$ cat config.mk
export PLATFORM = sky130hd
export DESIGN_NAME = cp0_unit
export DESIGN_NICKNAME = d
export VERILOG_FILES = /design/src/rtl/cp0_pkg.sv /design/src/rtl/cp0_timer.sv /design/src/rtl/cp0_unit.sv
export SDC_FILE = /design/constraint.sdc
export NUM_CORES = 1
export LEC_CHECK = 0
export CORE_AREA = 3 3 89 91
export DETAILED_ROUTE_END_ITERATION = 6
export DIE_AREA = 0 0 92 94
export PLACE_DENSITY = 0.76
export SYNTH_ARGS = -nofsm -noshare
export SYNTH_HDL_FRONTEND = slang
export SYNTH_SLANG_ARGS = --single-unit
$ cat constraint.sdc
create_clock -name clk -period 2 [get_ports clk]
set_input_delay 0.4 -clock clk [delete_from_list [all_inputs] [get_ports clk]]
set_output_delay 0.4 -clock clk [all_outputs]
set_load 0.05 [all_outputs]
$ cat src/rtl/cp0_pkg.sv
// Shared CP0 definitions: register numbers, Status/Cause field positions, exception codes
// and word-packing helpers used by cp0_unit.
package cp0_pkg;

    localparam logic [4:0] CP0_COUNT   = 5'd9;
    localparam logic [4:0] CP0_COMPARE = 5'd11;
    localparam logic [4:0] CP0_STATUS  = 5'd12;
    localparam logic [4:0] CP0_CAUSE   = 5'd13;
    localparam logic [4:0] CP0_EPC     = 5'd14;

    localparam int unsigned ST_IE      = 0;
    localparam int unsigned ST_EXL     = 1;
    localparam int unsigned ST_IM_LSB  = 8;
    localparam int unsigned CA_EXC_LSB = 2;
    localparam int unsigned CA_IP_LSB  = 8;

    typedef enum logic [4:0] {
        EXC_INT = 5'd0,
        EXC_SYS = 5'd8
    } exc_code_e;

    function automatic logic [31:0] status_word(input logic ie, input logic exl,
                                                input logic [7:0] im);
        logic [31:0] w;
        w = '0;
        w[ST_IE] = ie;
        w[ST_EXL] = exl;
        w[ST_IM_LSB +: 8] = im;
        return w;
    endfunction

    function automatic logic [31:0] cause_word(input logic [7:0] ip, input logic [4:0] exc);
        logic [31:0] w;
        w = '0;
        w[CA_IP_LSB +: 8] = ip;
        w[CA_EXC_LSB +: 5] = exc;
        return w;
    endfunction

endpackage

$ cat src/rtl/cp0_timer.sv
// CP0 Count/Compare timer: free-running Count with MTC0 load, Compare register and a sticky
// timer_pending flag cleared only by a Compare write.
module cp0_timer
    import cp0_pkg::*;
#(
    parameter int unsigned COUNT_W = 32
) (
    input  logic               clk,
    input  logic               rst_n,
    input  logic               count_we_i,
    input  logic               compare_we_i,
    input  logic [COUNT_W-1:0] wdata_i,
    output logic [COUNT_W-1:0] count_o,
    output logic [COUNT_W-1:0] compare_o,
    output logic               timer_pending_o
);

    logic [COUNT_W-1:0] count_q, count_d;
    logic [COUNT_W-1:0] compare_q, compare_d;
    logic               pending_q, pending_d;

    always_comb begin
        count_d   = count_we_i ? wdata_i : count_q + COUNT_W'(1);
        compare_d = compare_we_i ? wdata_i : compare_q;
        // Match is against the value Count takes this edge, so pending shows with that value.
        pending_d = compare_we_i ? 1'b0 : (pending_q | (count_d == compare_q));
    end

    always_ff @(posedge clk or negedge rst_n) begin
        if (!rst_n) begin
            count_q   <= '0;
            compare_q <= '0;
            pending_q <= 1'b0;
        end else begin
            count_q   <= count_d;
            compare_q <= compare_d;
            pending_q <= pending_d;
        end
    end

    assign count_o         = count_q;
    assign compare_o       = compare_q;
    assign timer_pending_o = pending_q;

endmodule

$ cat src/rtl/cp0_unit.sv
// Coprocessor-0 responder: Status/Cause/EPC state, interrupt request, exception entry/eret and
// MTC0/MFC0 access. Define CP0_TIMER_EN to include the Count/Compare timer.
module cp0_unit
    import cp0_pkg::*;
#(
    parameter int unsigned COUNT_W = 32
) (
    input  logic        clk,
    input  logic        rst_n,
    input  logic        mem_stall,
    input  logic        cu_cp0_w_en,
    input  logic [4:0]  cu_exec_code,
    input  logic [31:0] cu_epc,
    input  logic        exmem_eret,
    input  logic        mtc0_we,
    input  logic [4:0]  cp0_addr,
    input  logic [31:0] cp0_wdata,
    input  logic [5:0]  hw_intr,
    output logic [31:0] cp0_rdata,
    output logic        cp0_intr,
    output logic [31:0] cp0_epc
);

    logic        ie_q, ie_d;
    logic        exl_q, exl_d;
    logic [7:0]  im_q, im_d;
    logic [1:0]  ip_sw_q, ip_sw_d;
    logic [4:0]  exc_q, exc_d;
    logic [31:0] epc_q, epc_d;
    logic [5:0]  hw_q;

    logic               entry_commit, eret_commit, mtc0_commit;
    logic [COUNT_W-1:0] count_val, compare_val;
    logic               timer_pending;
    logic [7:0]         ip;

    assign entry_commit = cu_cp0_w_en & ~mem_stall;
    assign eret_commit  = exmem_eret & ~mem_stall;
    assign mtc0_commit  = mtc0_we & ~mem_stall;

`ifdef CP0_TIMER_EN
    logic count_we, compare_we;
    assign count_we   = mtc0_commit & (cp0_addr == CP0_COUNT);
    assign compare_we = mtc0_commit & (cp0_addr == CP0_COMPARE);

    cp0_timer #(
        .COUNT_W(COUNT_W)
    ) u_timer (
        .clk            (clk),
        .rst_n          (rst_n),
        .count_we_i     (count_we),
        .compare_we_i   (compare_we),
        .wdata_i        (cp0_wdata[COUNT_W-1:0]),
        .count_o        (count_val),
        .compare_o      (compare_val),
        .timer_pending_o(timer_pending)
    );
`else
    assign count_val     = '0;
    assign compare_val   = '0;
    assign timer_pending = 1'b0;
`endif

    assign ip = {hw_q[5] | timer_pending, hw_q[4:0], ip_sw_q};

    // Later assignments win: MTC0 first, then eret, then exception entry.
    always_comb begin
        ie_d    = ie_q;
        exl_d   = exl_q;
        im_d    = im_q;
        ip_sw_d = ip_sw_q;
        exc_d   = exc_q;
        epc_d   = epc_q;
        if (mtc0_commit) begin
            case (cp0_addr)
                CP0_STATUS: begin
                    ie_d  = cp0_wdata[ST_IE];
                    exl_d = cp0_wdata[ST_EXL];
                    im_d  = cp0_wdata[ST_IM_LSB +: 8];
                end
                CP0_CAUSE: ip_sw_d = cp0_wdata[CA_IP_LSB +: 2];
                CP0_EPC:   epc_d   = cp0_wdata;
                default: ;
            endcase
        end
        if (eret_commit) begin
            exl_d = 1'b0;
        end
        if (entry_commit) begin
            exl_d = 1'b1;
            exc_d = cu_exec_code;
            epc_d = cu_epc;
        end
    end

    always_ff @(posedge clk or negedge rst_n) begin
        if (!rst_n) begin
            ie_q    <= 1'b0;
            exl_q   <= 1'b0;
            im_q    <= '0;
            ip_sw_q <= '0;
            exc_q   <= EXC_INT;
            epc_q   <= '0;
            hw_q    <= '0;
        end else begin
            ie_q    <= ie_d;
            exl_q   <= exl_d;
            im_q    <= im_d;
            ip_sw_q <= ip_sw_d;
            exc_q   <= exc_d;
            epc_q   <= epc_d;
            hw_q    <= hw_intr;
        end
    end

    always_comb begin
        case (cp0_addr)
            CP0_COUNT:   cp0_rdata = 32'(count_val);
            CP0_COMPARE: cp0_rdata = 32'(compare_val);
            CP0_STATUS:  cp0_rdata = status_word(ie_q, exl_q, im_q);
            CP0_CAUSE:   cp0_rdata = cause_word(ip, exc_q);
            CP0_EPC:     cp0_rdata = epc_q;
            default:     cp0_rdata = '0;
        endcase
    end

    assign cp0_intr = ie_q & ~exl_q & (|(ip & im_q));
    assign cp0_epc  = epc_q;

endmodule

==> results of run 1 <==
-- area by class of cell --
type                    count  area [sq um]  share of cell area [%]
inverters                   1          3.75                  0.0703
repair buffers            186          2180                    40.9
clock inverters             2          35.0                   0.656
well taps                  99           124                    2.32
clock buffers               6          82.6                    1.55
multi-input cells         206          1540                    28.8
flip-flops and latches     55          1380                    25.8
-- per-layer routing --
metal	up-vias	routed length (microns)	GRT usage [%]
li1	1391	-	-
met3	19	632	5.37
met4	0	178	5.32
met2	121	5120	39.1
met5	-	0	0
met1	1449	3910	27.6
-- cells in the mapped netlist, drive strengths merged --
library cell | count | area [sq um]
mux2 | 16 | 214
nand2b | 3 | 18.8
nor2 | 34 | 128
a22o | 6 | 52.6
a22oi | 2 | 15.0
a31oi | 32 | 200
buf | 5 | 31.3
and2 | 17 | 106
nor3b | 2 | 15.0
o2bb2ai | 8 | 70.1
nand3b | 2 | 15.0
nand2 | 1 | 3.75
o311ai | 1 | 8.76
a311oi | 1 | 8.76
or3 | 1 | 6.26
o211ai | 1 | 7.51
nor4bb | 1 | 10.0
nand3 | 32 | 160
nand4bb | 1 | 11.3
inv | 1 | 3.75
nor4b | 1 | 8.76
dfrtp | 55 | 1380
mux2i | 10 | 100
clkbuf | 25 | 93.8
a221oi | 1 | 8.76
o21ai | 32 | 160
and3b | 1 | 8.76
-- power groups by stage --
stage          registers [uW]  clock network, uW  logic [uW]
3_3_place_gp             1370                  0        1120
5_1_grt                  1390                812        1230
6_report                 1370                762        1170
3_5_place_dp             1380                  0        1140
2_1_floorplan            1660                  0         304
4_1_cts                  1360                771        1160
-- repair_timing --
action                     in CTS  in global routing
cloned                          1                  0
setup buffers                   1                  1
pin swaps                       8                  4
setup endpoints to repair      33                 29
gates resized for setup        44                 18
hold endpoints to repair        0                  0
-- state kept, by name (all words and copies together) (netlist names) --
register	count
ip_sw_q	2
hw_q	6
exc_q	5
exl_q	1
cp0_epc	32
ie_q	1
im_q	8
-- kinds of logic (layout without fill, tap and decap cells) --
group           count (synthesis)  after routing  share of synthesized area [%]
buf+inv                        31            195                           4.53
simple gates                   96             96                           17.3
mux                            26             26                           11.0
compound gates                 84             84                           18.7
flops                          55             55                           48.4
-- worst max-delay path by stage --
stage / end / from
final: cp0_rdata[6] / cp0_addr[4]
after global routing: cp0_rdata[5] / cp0_addr[4]
after CTS: cp0_rdata[6] / cp0_addr[4]
after global placement: cp0_rdata[5] / cp0_addr[4]
after detailed placement: cp0_rdata[27] / cp0_addr[4]
after floorplan: cp0_rdata[10] / cp0_addr[4]
-- stage by stage --
| stage | hold slack (ns) | utilization, % | area, sq um |
|---|---|---|---|
| 4_1_cts | 0.0938 | 72.4 | 5220 |
| 2_1_floorplan | 0.104 | - | 2860 |
| 3_5_place_dp | 0.422 | 69.4 | 5000 |
| 5_1_grt | 0.108 | 74.1 | 5340 |
| 3_3_place_gp | 0.422 | 69.4 | 5000 |
| 6_report | 0.0798 | 74.1 | 5340 |
-- cell usage in the layout (no fill, tap or decap), types with 2 or more instances in the layout --
cell             count
dfrtp_1             55
a22o_1               3
nand3b_1             2
buf_6                7
and2_4              15
buf_4               26
buf_12              33
mux2_2               7
clkbuf_8             6
a31oi_1             32
mux2_4               9
nor2_1              34
nand3_1             32
nand2b_1             2
buf_2                3
a22o_2               3
mux2i_1             10
and2_2               2
o2bb2ai_4            3
clkdlybuf4s15_1      2
a22oi_1              2
nor3b_4              2
o2bb2ai_2            5
o21ai_0             32
clkbuf_16            3
clkdlybuf4s50_1    111
==> metrics.md, run 1 <==
| Metric | Value |
|---|---|
| Critical Path Stages | 6 |
| Hold_buf cts | 0 |
| Failing checks | setup timing |
| # diodes | 0 |
| Final net count | 541 |
| Clock root buffer | clkbuf_8 |
| CTS tree | done |
| IO Port Bufs | 150 |
| Slew headroom | 65.1% |
| Final slew viol count | 0 |
| Max clock buf depth | 2 |
| # IOs | 151 |
| DP Wirelength | 7270 microns |
| R2R depth | 2 |
| # rows | 31 |
| DR vias/cell | 5.37 |
| # clock sinks | 55 |
| Final-report setup violation count | 22 |
| Crit-path leading delay family | simple AND/OR/NAND/NOR gates |
| Pre-CTS setup slack | -0.311 ns |
| Final Hold Fails | 0 |
| Residual DRC count | 0 |
| Worst setup margin | -0.0270 ns |
| Vias in the first global route | 3177 |
| Layout fillers | 495 |
| Worst Skew | 0 ns |
| Status | finished with violations |
| Final worst path period need | 2.03 ns |
| Pwr Total | 3300 uW |
| Min-delay worst type | in -> async |
| First-pass GRT wire length | 15500 microns |
| Total die area | 8650 sq um |
| Synth Register Bits | 55 |
| Comb power frac | 35.4% |
| Cells after synthesis | 292 |
| Share of post-route cells with drive strength above 1 | 28.9% |
| Crit. End Element | output pin |
| DRT Pass-1 Iters | 4 |
| Cell count after placement | 544 |
| Num CTS Buffers | 5 |
| Routability cong. | 0.807 |
| Register area share after synthesis | 48.4% |
| Synth Cell Area | 2840 sq um |
| Worst Setup Start Kind | primary input |
| Setup Total Neg Slack | -0.322 ns |
| Crit path buf inv count | 3 |
| Die width | 92 microns |
| YS warnings | 0 |
| Reg power frac | 41.5% |
| Grt total ovfl | 0 |
| Worst-path fanout max | 7 |
| Fin cells | 555 |
| Internal | 2190 uW |
| Sw Ratio | 33.8% |
| Crit path kind | in -> out |
| Largest net degree at the start of global routing | 56 |
| Vias | 2980 |
| DIE HEIGHT | 94 microns |
| Total core area | 7210 sq um |
| Leakage power | 0.00217 uW |
| Initial drt markers | 156 |
| Unrepaired setup endpoints after global routing | yes |
| Avg Inst Size Synth | 9.74 sq um |
| Clock power frac | 23.1% |
| Power per cell area | 618 nW/um^2 |
| Worst reg2reg path startpoint | cp0_epc[12] |
| Yosys cell types | 29 |
| Worst skew pair latency | 0.30 ns |
| Sw Pwr | 1110 uW |
| CP required | 1.60 ns |
| Reg2reg end | cp0_epc[12] |
| Maximum capacitance violations | 0 |
| Max rail drop VDD | 0.332 mV |
| Period utilization | 101% |
| Initial antenna violation count | 0 |
| Critical-path cell list | buf_6, nand3b_1, nor3b_4, buf_6, a22o_1, buf_12 |
| Crit path arrival time | 1.63 ns |
| Fmax | 493 MHz |
| Layout area overhead | 87.9% |
| Wire per inst | 17.7 microns |
| Reg clk slew, reported paths | 0.09 ns |
| CP peak stage delay | 0.37 ns |
| Least-Margin Pin Slew | 0.523 ns |
| Critical Path Slowest Stage Cell | nor3b_4 |
| Htree depth | 2 |
| Starting Density | 39.4% |
| Worst R2R Setup Slack | 1.19 ns |
| ANT nets after route | 0 |
| Most frequent CP cell | buf_6 |
| Final wirelength | 9840 microns |
| Gr usage total | 22.2% |
| Synthesized Nets | 378 |
(Power assumes the default switching activity.)
==> inputs of run 2 (changes only) <==
--- a/config.mk
+++ b/config.mk
@@ -5,10 +5,12 @@
 export SDC_FILE = /design/constraint.sdc
 export NUM_CORES = 1
 export LEC_CHECK = 0
-export CORE_AREA = 3 3 89 91
+export ABC_AREA = 1
+export ABC_CLOCK_PERIOD_IN_PS = 2000
+export CORE_AREA = 3 3 92 94
 export DETAILED_ROUTE_END_ITERATION = 6
-export DIE_AREA = 0 0 92 94
-export PLACE_DENSITY = 0.76
+export DIE_AREA = 0 0 95 97
+export PLACE_DENSITY = 0.75
 export SYNTH_ARGS = -nofsm -noshare
 export SYNTH_HDL_FRONTEND = slang
 export SYNTH_SLANG_ARGS = --single-unit
==> metrics.md, run 2 <==
| Metric | Value |
|---|---|
| Ys async rst share | 100% (unchanged) |
| # diodes | 0 (unchanged) |
| Starting Density | 40.2% (+0.80 points) |
| Fin cells | 715 (+29%) |
| DP Wirelength | 8170 microns (+12%) |
| DR vias/cell | 5.15 (-4.1%) |
| Vias in the first global route | 3696 (+16%) |
| Final Hold Fails | 0 (unchanged) |
| # clock sinks | 55 (unchanged) |
| Cell count after placement | 699 (+28%) |
| Die width | 95 microns (+3.3%) |
| Gr usage total | 25.4% (+3.1 points) |
| Worst reg2reg path startpoint | exl_q |
| Max clock buf depth | 2 (unchanged) |
| Reg2reg end | exl_q |
| Avg Inst Size Synth | 6.89 sq um (-29%) |
| R2R depth | 4 (+2) |
| DRT Pass-1 Iters | 4 (unchanged) |
| Worst Setup Start Kind | flop |
| Final wirelength | 11400 microns (+16%) |
| Final slew viol count | 0 (unchanged) |
| Pre-CTS setup slack | -0.164 ns (+0.147 ns) |
| Clock root buffer | clkbuf_8 |
| Reg area | 1380 sq um (unchanged) |
| # IOs | 151 (unchanged) |
| Area of the multi-input gates | 1630 sq um (+6.2%) |
| Synth cell count leaders | nand2_1 (190), nand3_1 (116), dfrtp_1 (55), inv_1 (25), nor2_1 (23) |
| Worst skew pair latency | 0.30 ns (about the same) |
| Post-synth EDFFs | 0 (unchanged) |
| Worst R2R Setup Slack | 1.18 ns (about the same) |
| Yosys cell types | 16 (-45%) |
| Cells after synthesis | 451 (+54%) |
| Htree depth | 2 (unchanged) |
| Critical-path cell list | clkdlybuf4s50_1 |
| Routability cong. | 0.809 (+0.33%) |
| Main synth FF type | dfrtp_1 |
| ANT nets after route | 0 (unchanged) |
| Synth Register Bits | 55 (unchanged) |
| Yosys top cell by area | dfrtp_1 |
| CP peak stage delay | 0.83 ns (+0.46 ns) |
| Synth Cell Area | 3110 sq um (+9.3%) |
| Period utilization | 98.3% (-3.1 points) |
| First-pass GRT wire length | 18300 microns (+19%) |
| Grt total ovfl | 0 (unchanged) |
| Max rail drop VDD | 0.359 mV (+8.2%) |
| Maximum capacitance violations | 0 (unchanged) |
| Residual DRC count | 0 (unchanged) |
| CTS tree | done |
| Crit path arrival time | 1.57 ns (-0.06 ns) |
| Min-delay worst type | in -> async |
| Power per cell area | 627 nW/um^2 (+1.6%) |
| Crit path buf inv count | 1 (-2) |
| Largest net degree at the start of global routing | 40 (-29%) |
| Crit path kind | reg -> out |
| Worst setup margin | 0.0342 ns (+0.0612 ns) |
| Max FFs per register | 32 (unchanged) |
| # rows | 32 (+3.2%) |
| Most common cell in the netlist | nand2_1 |
| Total die area | 9220 sq um (+6.6%) |
| Initial antenna violation count | 0 (unchanged) |
| Synthesized Nets | 537 (+42%) |
| Crit. End Element | output pin |
| Fin util | 72.2% (-1.9 points) |
| Critical Path Slowest Stage Cell | clkdlybuf4s50_1 |
| Vias | 3682 (+24%) |
| Num CTS Buffers | 5 (unchanged) |
| Most common cell after layout, fill and taps aside | nand2_1 |
| YS warnings | 0 (unchanged) |
| Final-report setup violation count | 0 (-100%) |
| Hold_buf cts | 0 (unchanged) |
| Worst-path fanout max | 3 (-4) |
| Least-Margin Pin Slew | 0.616 ns (+0.0934 ns) |
| Area share of the largest cell type after synthesis | 44.3% (-4.1 points) |
| Layout area overhead | 79.5% |
| Final worst path period need | 1.97 ns (-0.0612 ns) |
| Fmax | 509 MHz (+3.1%) |
| Ranking of synthesized cells by area | dfrtp_1 (44%), nand2_1 (23%), nand3_1 (19%) |
| Share of post-route cells with drive strength above 1 | 17.5% (-11 points) |
| Crit-path leading delay family | buffers and inverters |
| Slew headroom | 58.9% (-6.1 points) |
| Status | completed |
| Layout fillers | 611 (+23%) |
| IO Port Bufs | 150 (unchanged) |
| Reg clk slew, reported paths | 0.10 ns (about the same) |
| Register area share after synthesis | 44.3% (-4.1 points) |
| Initial drt markers | 173 (+11%) |
| DIE HEIGHT | 97 microns (+3.2%) |
| Unrepaired setup endpoints after global routing | no |
| Wire per inst | 16.0 microns (-9.8%) |
| Worst Skew | 0 ns (unchanged) |
| Leakage power | 0.00271 uW (+25%) |
| Commonest non-fill, non-tap cells in the layout | nand2_1 (187), nand3_1 (115), clkdlybuf4s50_1 (108) |
| Total core area | 7730 sq um (+7.1%) |
| CP required | 1.60 ns (about the same) |
| Final net count | 698 (+29%) |
==> run 2: cell count changes after synthesis, sizes merged, moves of 16 or more <==
cell | before | now
inv | 1 | 25
a31oi | 32 | 0
buf | 5 | 21
nand2 | 1 | 191
mux2 | 16 | 0
clkbuf | 25 | 8
o21ai | 32 | 4
and2 | 17 | 0
nand3 | 32 | 118
==> run 2: timing repair <==
item,in CTS,in global routing
pin swaps,6,1
cloned,2,0
gates resized for setup,51,2
buffers inserted,6,0
setup endpoints to repair,32,7
==> run 2: cell type report <==
cell class	instances	area share [%]
well taps	102	2.29
flip-flops and latches	55	24.7
repair buffers	183	39.7
inverters	25	1.68
clock inverters	2	1.08
clock buffers	6	1.30
multi-input cells	342	29.3
==> run 2: power breakdown <==
| part | internal (uW) | switching (uW) |
|---|---|---|
| clock | 500 | 354 |
| combinational | 504 | 750 |
| sequential | 1250 | 134 |
| total | 2260 | 1240 |
==> run 2: stage by stage <==
step                      instance area (sq um)  TNS [ns]  power, uW  hold slack [ns]
final                                      5580         0       3500            0.101
after detailed placement                   5170     -6.73       2610            0.457
after global placement                     5170     -3.73       2580            0.447
after floorplan                            3110    -0.426       2030            0.104
after global routing                       5580         0       3650            0.130
after CTS                                  5570         0       3510            0.116
==> run 2: kinds of logic after synthesis <==
logic type / share of synthesized area (%)
AOI/OAI and AO/OA: 1.45
buffers and inverters: 7.89
DFF: 44.3
and+or+nand+nor: 46.4
==> run 2: worst max path at each step <==
stage / startpoint / to / slack [ns] / cells after the start
after floorplan: cp0_addr[3] / cp0_rdata[16] / -0.04 / 5
after global placement: cp0_addr[3] / cp0_rdata[1] / -0.11 / 7
after detailed placement: cp0_addr[2] / cp0_rdata[21] / -0.16 / 7
after CTS: cp0_epc[24] / cp0_epc[24] / 0.03 / 1
after global routing: cp0_epc[30] / cp0_epc[30] / 0.0002 / 1
final: cp0_epc[21] / cp0_epc[21] / 0.03 / 1
==> run 2: metal layers <==
| layer | wire (microns) | share of wire [%] | track usage (%) | vias to the layer above |
|---|---|---|---|---|
| met4 | 245 | 2.1 | 7.66 | 0 |
| li1 | - | - | - | 1755 |
| met3 | 956 | 8.4 | 6.38 | 20 |
| met5 | 0 | 0 | 0 | - |
| met2 | 5800 | 51 | 43.3 | 171 |
| met1 | 4440 | 39 | 31.1 | 1736 |
